**src/rtl/async_fifo_pkg.sv**
```systemverilog
// Shared definitions for the asynchronous FIFO pointer handlers:
// default pointer width, depth derivation and Gray/binary conversion.
package async_fifo_pkg;

    localparam int unsigned PTR_WIDTH_DEF = 4;
    localparam int unsigned GRAY_MAX_W    = 32;

    // Depth excludes the wrap bit of the pointer
    function automatic int unsigned depth_of(input int unsigned ptr_width);
        return 32'(1) << (ptr_width - 1);
    endfunction

    function automatic logic [GRAY_MAX_W-1:0] bin2gray(input logic [GRAY_MAX_W-1:0] b);
        return b ^ (b >> 1);
    endfunction

    // XOR prefix from the MSB down; zero-extended inputs convert correctly
    function automatic logic [GRAY_MAX_W-1:0] gray2bin(input logic [GRAY_MAX_W-1:0] g);
        logic [GRAY_MAX_W-1:0] b;
        b = '0;
        b[GRAY_MAX_W-1] = g[GRAY_MAX_W-1];
        for (int i = GRAY_MAX_W - 2; i >= 0; i--) begin
            b[i] = b[i+1] ^ g[i];
        end
        return b;
    endfunction

endpackage

```
**src/rtl/ptr_sync.sv**
```systemverilog
// Multi-flop synchronizer for a Gray-coded pointer crossing clock domains.
module ptr_sync #(
    parameter int unsigned WIDTH  = 4,
    parameter int unsigned STAGES = 2
) (
    input  logic             clk,
    input  logic             rst_n,
    input  logic [WIDTH-1:0] d,
    output logic [WIDTH-1:0] q
);

    logic [WIDTH-1:0] chain [STAGES];

    always_ff @(posedge clk or negedge rst_n) begin
        if (!rst_n) begin
            for (int i = 0; i < STAGES; i++) begin
                chain[i] <= '0;
            end
        end else begin
            chain[0] <= d;
            for (int i = 1; i < STAGES; i++) begin
                chain[i] <= chain[i-1];
            end
        end
    end

    assign q = chain[STAGES-1];

endmodule

```
**src/rtl/wptr_handler.sv**
```systemverilog
// Write-domain pointer handler: binary/Gray write pointers, synchronized read
// pointer, and pessimistic full / almost_full / level / sticky overflow flags.
module wptr_handler
    import async_fifo_pkg::*;
#(
    parameter int unsigned PTR_WIDTH    = PTR_WIDTH_DEF,
    parameter int unsigned AFULL_THRESH = 6,
    parameter int unsigned SYNC_STAGES  = 2
) (
    input  logic                 w_clk,
    input  logic                 w_rst_n,
    input  logic                 w_en,
    input  logic [PTR_WIDTH-1:0] g_rptr,
    output logic [PTR_WIDTH-1:0] b_wptr,
    output logic [PTR_WIDTH-1:0] g_wptr,
    output logic [PTR_WIDTH-2:0] w_addr,
    output logic                 w_inc,
    output logic                 full,
    output logic                 almost_full,
    output logic [PTR_WIDTH-1:0] w_level,
    output logic                 overflow
);

    localparam int unsigned DEPTH = depth_of(PTR_WIDTH);
    // Threshold clamped to DEPTH so an out-of-range setting degrades to full
    localparam logic [PTR_WIDTH-1:0] AFULL_LVL =
        PTR_WIDTH'((AFULL_THRESH > DEPTH) ? DEPTH : AFULL_THRESH);

    logic [PTR_WIDTH-1:0] g_rsync;
    logic [PTR_WIDTH-1:0] b_rsync;
    logic [PTR_WIDTH-1:0] b_next;
    logic [PTR_WIDTH-1:0] g_next;
    logic [PTR_WIDTH-1:0] level_next;
    logic                 full_next;
    logic                 afull_next;

    ptr_sync #(
        .WIDTH  (PTR_WIDTH),
        .STAGES (SYNC_STAGES)
    ) u_rptr_sync (
        .clk   (w_clk),
        .rst_n (w_rst_n),
        .d     (g_rptr),
        .q     (g_rsync)
    );

    assign w_inc  = w_en & ~full;
    assign w_addr = b_wptr[PTR_WIDTH-2:0];

    // Next-state pointers and flags; flags see this cycle's write immediately
    always_comb begin
        b_rsync    = PTR_WIDTH'(gray2bin(GRAY_MAX_W'(g_rsync)));
        b_next     = b_wptr + PTR_WIDTH'(w_inc);
        g_next     = PTR_WIDTH'(bin2gray(GRAY_MAX_W'(b_next)));
        full_next  = (g_next == {~g_rsync[PTR_WIDTH-1 -: 2], g_rsync[PTR_WIDTH-3:0]});
        level_next = b_next - b_rsync;
        afull_next = (level_next >= AFULL_LVL);
    end

    always_ff @(posedge w_clk or negedge w_rst_n) begin
        if (!w_rst_n) begin
            b_wptr      <= '0;
            g_wptr      <= '0;
            full        <= 1'b0;
            almost_full <= 1'b0;
            w_level     <= '0;
            overflow    <= 1'b0;
        end else begin
            b_wptr      <= b_next;
            g_wptr      <= g_next;
            full        <= full_next;
            almost_full <= afull_next;
            w_level     <= level_next;
            if (w_en && full) begin
                overflow <= 1'b1;
            end
        end
    end

endmodule

```
**config.mk**
```make
export PLATFORM = sky130hd
export DESIGN_NAME = wptr_handler
export DESIGN_NICKNAME = d
export VERILOG_FILES = /design/src/rtl/async_fifo_pkg.sv /design/src/rtl/ptr_sync.sv /design/src/rtl/wptr_handler.sv
export SDC_FILE = /design/constraint.sdc
export NUM_CORES = 1
export LEC_CHECK = 0
export ABC_AREA = 1
export CORE_ASPECT_RATIO = 1.5
export CORE_MARGIN = 2
export CORE_UTILIZATION = 46
export DETAILED_ROUTE_END_ITERATION = 8
export MAX_ROUTING_LAYER = met4
export PLACE_DENSITY_LB_ADDON = 0.3
export SKIP_CTS_REPAIR_TIMING = 1
export SKIP_LAST_GASP = 1
export SLEW_MARGIN = 20
export SYNTH_ARGS = -nofsm -noshare
export SYNTH_HDL_FRONTEND = slang
export SYNTH_SLANG_ARGS = --single-unit
```
**constraint.sdc**
```tcl
create_clock -name w_clk -period 2.2 [get_ports w_clk]
set_input_delay 0.44 -clock w_clk [delete_from_list [all_inputs] [get_ports w_clk]]
set_output_delay 0.44 -clock w_clk [all_outputs]
set_load 0.005 [all_outputs]
```
==> key figures, run 1 <==
Cells and area
  – # nets final: 143
  – Multi-input logic area: 399 um^2
  – Reg area: 551 um^2
  – Design area: 1390 um^2
  – Fill cell count: 160
  – Finished Layout Cells: 151
  – Area grow syn2layout: 42.9%
  – Antenna cells: 0
  – Layout cells sized above 1: 18.6%

STA
  – Worst Max-Slew Pin Slew: 0.267 ns
  – Max-slew headroom: 82.2%
  – Final Skew: 0.00324 ns
  – Min cycle time layout: 2.10 ns
  – Slew Viols, Final: 0
  – Fmax: 0.475 GHz
  – Hold Worst Slack: 0.362 ns
  – Setup TNS: 0 ns
  – Fin crit share: 95.7%
  – Setup violations, final: 0
  – Final hold vios: 0

Routing
  – Via count: 784
  – Post-route DRC: 0
  – Vias per cell: 5.19
  – Post-Route WL: 1.96 mm
  – DR WL/cell: 13.0 um
  – Initial DRC count: 22
  – Number of antenna-violating nets in the routed design: 0
  – DR pass1 iterations: 4

Placed design
  – IO buf count: 25
  – Dpl hpwl: 1.50 mm
  – Final Wtd Congestion: 0.797
  – Inst Count DP: 146
  – Area after DPL: 1280 um^2

Setup path
  – Worst Setup Path Type: input port to output port
  – CP Cell Sequence: clkdlybuf4s50_1 -> inv_1 -> nor2_2 -> buf_4 -> clkdlybuf4s50_1
  – Buf/Inv on CP: 4
  – Worst setup EP type: output port
  – Crit path max-delay family: buffers and inverters
  – WP data required: 1.76 ns
  – Critical path origin: w_en
  – Slowest stage delay, CP: 0.49 ns
  – CP startpoint kind: input port
  – Reg2reg start: u_rptr_sync.q[2]
  – Worst Path Arrival: 1.66 ns
  – Cell mode on critical path: clkdlybuf4s50_1
  – CP max stage cell: clkdlybuf4s50_1
  – Critical Path Fanout Max: 2

Clocking
  – CTS HTree Levels: 1
  – CTS tree: yes
  – Num CTS Buffers: 3
  – Clk Latency, worst-skew pair: 0.31 ns
  – Clock sink count: 22
  – Clock-pin slew on the worst setup and hold paths: 0.11 ns
  – Clk buf depth: 2
  – Root Driver: clkbuf_4

Power and ir drop
  – Leakage: 0.686 nW
  – Worst vdd ir: 1010 uV
  – Pwr Total: 2.20 mW
  – PD cells: 1590 nW/um^2

Synth
  – Synthesized instance count: 95
  – Post-synthesis sequential area ratio: 56.7%
  – Area leader, netlist: dfrtp_1
  – Post-synth ARST share: 100%
  – Synthesized area: 971 um^2
  – Post-synth EDFFs: 0
  – Share of Yosys cell area claimed by the top area cell type: 56.7%
  – Commonest cells post-synth: dfrtp_1, nand2_1, inv_1
  – #FFs+latches synth: 22
  – Syn. warnings: 0
  – Library cells used by synthesis: 17
  – Syn_nets: 108
  – Synth area leaders: dfrtp_1, nand2_1, nand3_1
  – Top_reg_cell synth: dfrtp_1
  – Syn_area_per_cell: 10.2 um^2

Floorplan
  – Die area: 2500 um^2
  – Core Footprint: 2000 um^2
  – Num rows: 20
  – Die Y: 60.3 um
  – Starting Density: 48.5%
  – IO Pins: 26
  – Die W: 41.5 um

Global route
  – Largest net degree at the start of global routing: 23
  – Initial antenna violation count: 0
  – First-pass GRT wire length: 3.20 mm
  – Grt ovf: 0
  – Overall Global Routing Usage: 17.6%
  – Vias in the first global route: 789

Worst hold path
  – Worst Hold Launch: u_rptr_sync.chain[5]
  – Hold WC Path Type: flip-flop to flip-flop

Run
  – Max-cap viol count: 0

Status
  – Status: complete, no violations
==> power by group <==
part / total [mW] / switching [mW] / internal, mW
clock: 0.218 / 0.117 / 0.101
combinational: 1.35 / 0.618 / 0.733
sequential: 0.636 / 0.0866 / 0.549
==> cell type report <==
type / count / area share [%]
Sequential cell: 22 / 39.7
Multi-Input combinational cell: 54 / 28.8
Timing Repair Buffer: 34 / 22.9
Inverter: 15 / 4.06
Clock buffer: 4 / 2.61
Tap cell: 22 / 1.98
==> path summary, 6_finish.rpt <==
check | slack (ns) | to | depth (start not counted)
max | 0.1 | w_inc | 5
min | 0.36 | u_rptr_sync.q[1] | 0
max reg2reg | 0.1 | almost_full | 8
min reg2reg | 0.36 | u_rptr_sync.q[1] | 0
max in group asynchronous | 1.54 | g_wptr[2] | 2
min in group asynchronous | 0.46 | g_wptr[1] | 2
==> cell families after synthesis <==
family          count (synthesis)  share of synthesized area (%)
buf+inv                        19                           8.89
xor+xnor                        5                           6.06
simple gates                   40                           17.8
fa+ha+maj                       6                           8.51
flops                          22                           56.7
compound gates                  3                           2.06
==> sequential cells by signal (all words and copies together) (netlist names) <==
name	flops
b_wptr	4
u_rptr_sync.chain	4
u_rptr_sync.q	4
w_level	4
g_wptr	3
almost_full	1
full	1
overflow	1
==> through the flow <==
stage | setup WS [ns] | utilization (%)
finish | 0.0956 | 69.3
global route | -0.0241 | 69.3
CTS | -0.117 | 65.7
detailed placement | -0.439 | 63.9
global placement | -0.316 | 63.9
floorplan | 0.208 | -
==> metal layers <==
layer / global-route usage, % / vias up / part of all wire, %
met1: 16.7 / 379 / 35
met2: 33.5 / 35 / 57
met4: 10.1 / 0 / 3.3
met3: 2.42 / 11 / 5.1
met5: - / - / 0
li1: - / 359 / -
==> placed cells by master, fill, tap and decap left out <==
master,n
ha_4,2
nand3_1,14
xor2_2,1
nand2_2,3
nor2_2,1
inv_1,15
ha_2,1
buf_4,9
a21o_1,1
o21bai_1,1
xnor2_2,1
clkdlybuf4s50_1,25
ha_1,2
xor2_1,2
a21oi_4,1
clkbuf_8,1
xnor2_4,1
dfrtp_1,22
nand2_1,20
nor2_1,1
fa_1,1
clkbuf_4,3
nand4_1,1
Note: power is estimated with default switching activity, not from simulation.
==> run 2, diff against run 1 <==
CAP_MARGIN = 20   (was unset)
==> results of run 2 <==
Final layout, timing and power as in run 1 (identical DEF).
==> run 3, diff against run 2 <==
PLACE_DENSITY = 0.77   (was unset)
PLACE_DENSITY_LB_ADDON = unset   (was 0.3)
==> run 3 against run 2 <==
Effect of this change:
- clock skew rose by 0.0023 ns
- combinational power barely moved
- sequential cell count did not move
- via count fell by 3.4%
- design area fell by 1.3%
- global-route usage fell by 1.6 points
- register-to-register slack improved by 0.08 ns
- clock power fell by 22%
- largest cell class unchanged
==> key figures, run 3 (synthesized netlist as in run 1, its figures left out) <==
Setup path
  – WP data required: 2.44 ns
  – CP startpoint kind: flip-flop
  – CP max stage cell: dfrtp_1
  – Worst Setup Path Type: flip-flop to flip-flop
  – Crit path max-delay family: XOR/XNOR gates
  – R2R Setup Slk: 0.18 ns
  – Worst setup EP type: flip-flop
  – Worst Path Arrival: 2.27 ns
  – Slowest stage delay, CP: 0.43 ns
  – CP Cell Sequence: xnor2_2 -> xor2_2 -> xor2_1 -> ha_1 -> fa_1 -> xnor2_1 -> nand2_1 -> nand3_1
  – Critical Path Fanout Max: 3
  – Buf/Inv on CP: 0

Power and ir drop
  – Worst vdd ir: 791 uV
  – PD cells: 1550 nW/um^2
  – Leakage: 0.695 nW
  – Pwr Total: 2.12 mW

Routing
  – Via count: 757
  – Routed length on met1: 655 um
  – Post-route DRC: 0
  – Initial DRC count: 16
  – Post-Route WL: 1.69 mm
  – DR WL/cell: 11.0 um
  – Number of antenna-violating nets in the routed design: 0
  – WL met3: 107 um
  – DR pass1 iterations: 4
  – Top routing layer in use: met3
  – Vias per cell: 4.95
  – Routed met2 length: 922 um

Status
  – Status: complete, no violations

Global route
  – Largest net degree at the start of global routing: 23
  – Grt ovf: 0
  – Overall Global Routing Usage: 16.0%
  – Vias in the first global route: 737
  – First-pass GRT wire length: 2.90 mm
  – Initial antenna violation count: 0

STA
  – RSZ-0062 raised after global routing: false
  – Fmax: 0.494 GHz
  – Final Skew: 0.00550 ns
  – Min cycle time layout: 2.02 ns
  – Final hold vios: 0
  – Slew Viols, Final: 0
  – Max-slew headroom: 82.0%
  – Worst Max-Slew Pin Slew: 0.270 ns
  – Setup violations, final: 0
  – Fin crit share: 91.9%

Clocking
  – Root Driver: clkbuf_4
  – Num CTS Buffers: 3
  – CTS tree: yes
  – CTS HTree Levels: 1
  – Clock sink count: 22
  – Clock-pin slew on the worst setup and hold paths: 0.11 ns
  – Clk Latency, worst-skew pair: 0.30 ns
  – Clk buf depth: 2

Floorplan
  – Die area: 2500 um^2
  – Starting Density: 48.5%
  – Num rows: 20
  – Core Footprint: 2000 um^2
  – Die Y: 60.3 um
  – IO Pins: 26
  – Die W: 41.5 um

Placed design
  – Inst Count DP: 148
  – IO buf count: 25
  – Dpl hpwl: 1.31 mm
  – Final Wtd Congestion: 0.791

Cells and area
  – Antenna cells: 0
  – Fin util: 68.4%
  – Layout cells sized above 1: 18.3%
  – Area grow syn2layout: 41.1%
  – # nets final: 146
  – Most frequent cells in the layout: clkdlybuf4s50_1, dfrtp_1, nand2_1
  – Finished Layout Cells: 153
  – Commonest non-fill, non-tap cell in the layout: clkdlybuf4s50_1

Worst hold path
  – Hold WC Path Type: flip-flop to flip-flop

Run
  – Max-cap viol count: 0
-- run 3: cell count changes in the layout (fill, tap and decap cells not counted), sizes merged --
cell	before	now
buf	9	12
clkbuf	4	3
clkdlybuf4s50	25	24
dlymetal6s2s	0	1
-- run 3: where the power goes --
group          internal [mW]  total [mW]  switching (mW)
clock network         0.0639       0.171           0.107
logic                  0.753        1.32           0.568
registers              0.549       0.630          0.0805
-- run 3: layout make-up --
| cell class | count | area (um^2) |
|---|---|---|
| inverter | 15 | 56.3 |
| tap | 22 | 27.5 |
| sequential | 22 | 551 |
| multi-input combinational | 54 | 370 |
| fill | 164 | 632 |
| timing repair buffer | 37 | 343 |
| clock buffer | 3 | 22.5 |
-- run 3: worst reg2reg max path: cells and delay by family, from the launching register on --
family                   cells  cell delay (ns)
flip-flops                   1             0.43
adder cells (fa/ha/maj)      2             0.60
AND/OR/NAND/NOR              2             0.15
XOR/XNOR                     4             0.77
-- run 3: worst paths after layout --
check / from / endpoint / cells after the start
worst max-delay path: u_rptr_sync.q[2] / almost_full / 8
worst min-delay path: u_rptr_sync.chain[5] / u_rptr_sync.q[1] / 0
worst max register to register: u_rptr_sync.q[2] / almost_full / 8
worst min register to register: u_rptr_sync.chain[5] / u_rptr_sync.q[1] / 0
max in group asynchronous: w_rst_n / w_level[2] / 2
min in group asynchronous: w_rst_n / b_wptr[2] / 2
-- run 3: routing by layer --
layer | up-vias | global-route usage, %
met3 | 0 | 2.72
met5 | - | -
met2 | 29 | 29.2
met4 | 0 | 8.29
li1 | 364 | -
met1 | 364 | 16.4
-- run 3: stage by stage --
stage | cell area (um^2) | worst slack [ns] | TNS, ns | hold WS, ns
after CTS | 1320 | -0.0316 | -0.0391 | 0.363
after global placement | 1290 | -0.273 | -1.10 | 0.334
final | 1370 | 0.177 | 0 | 0.360
after global routing | 1370 | 0.0351 | 0 | 0.367
after floorplan | 971 | 0.208 | 0 | 0.144
after detailed placement | 1290 | -0.383 | -1.40 | 0.337
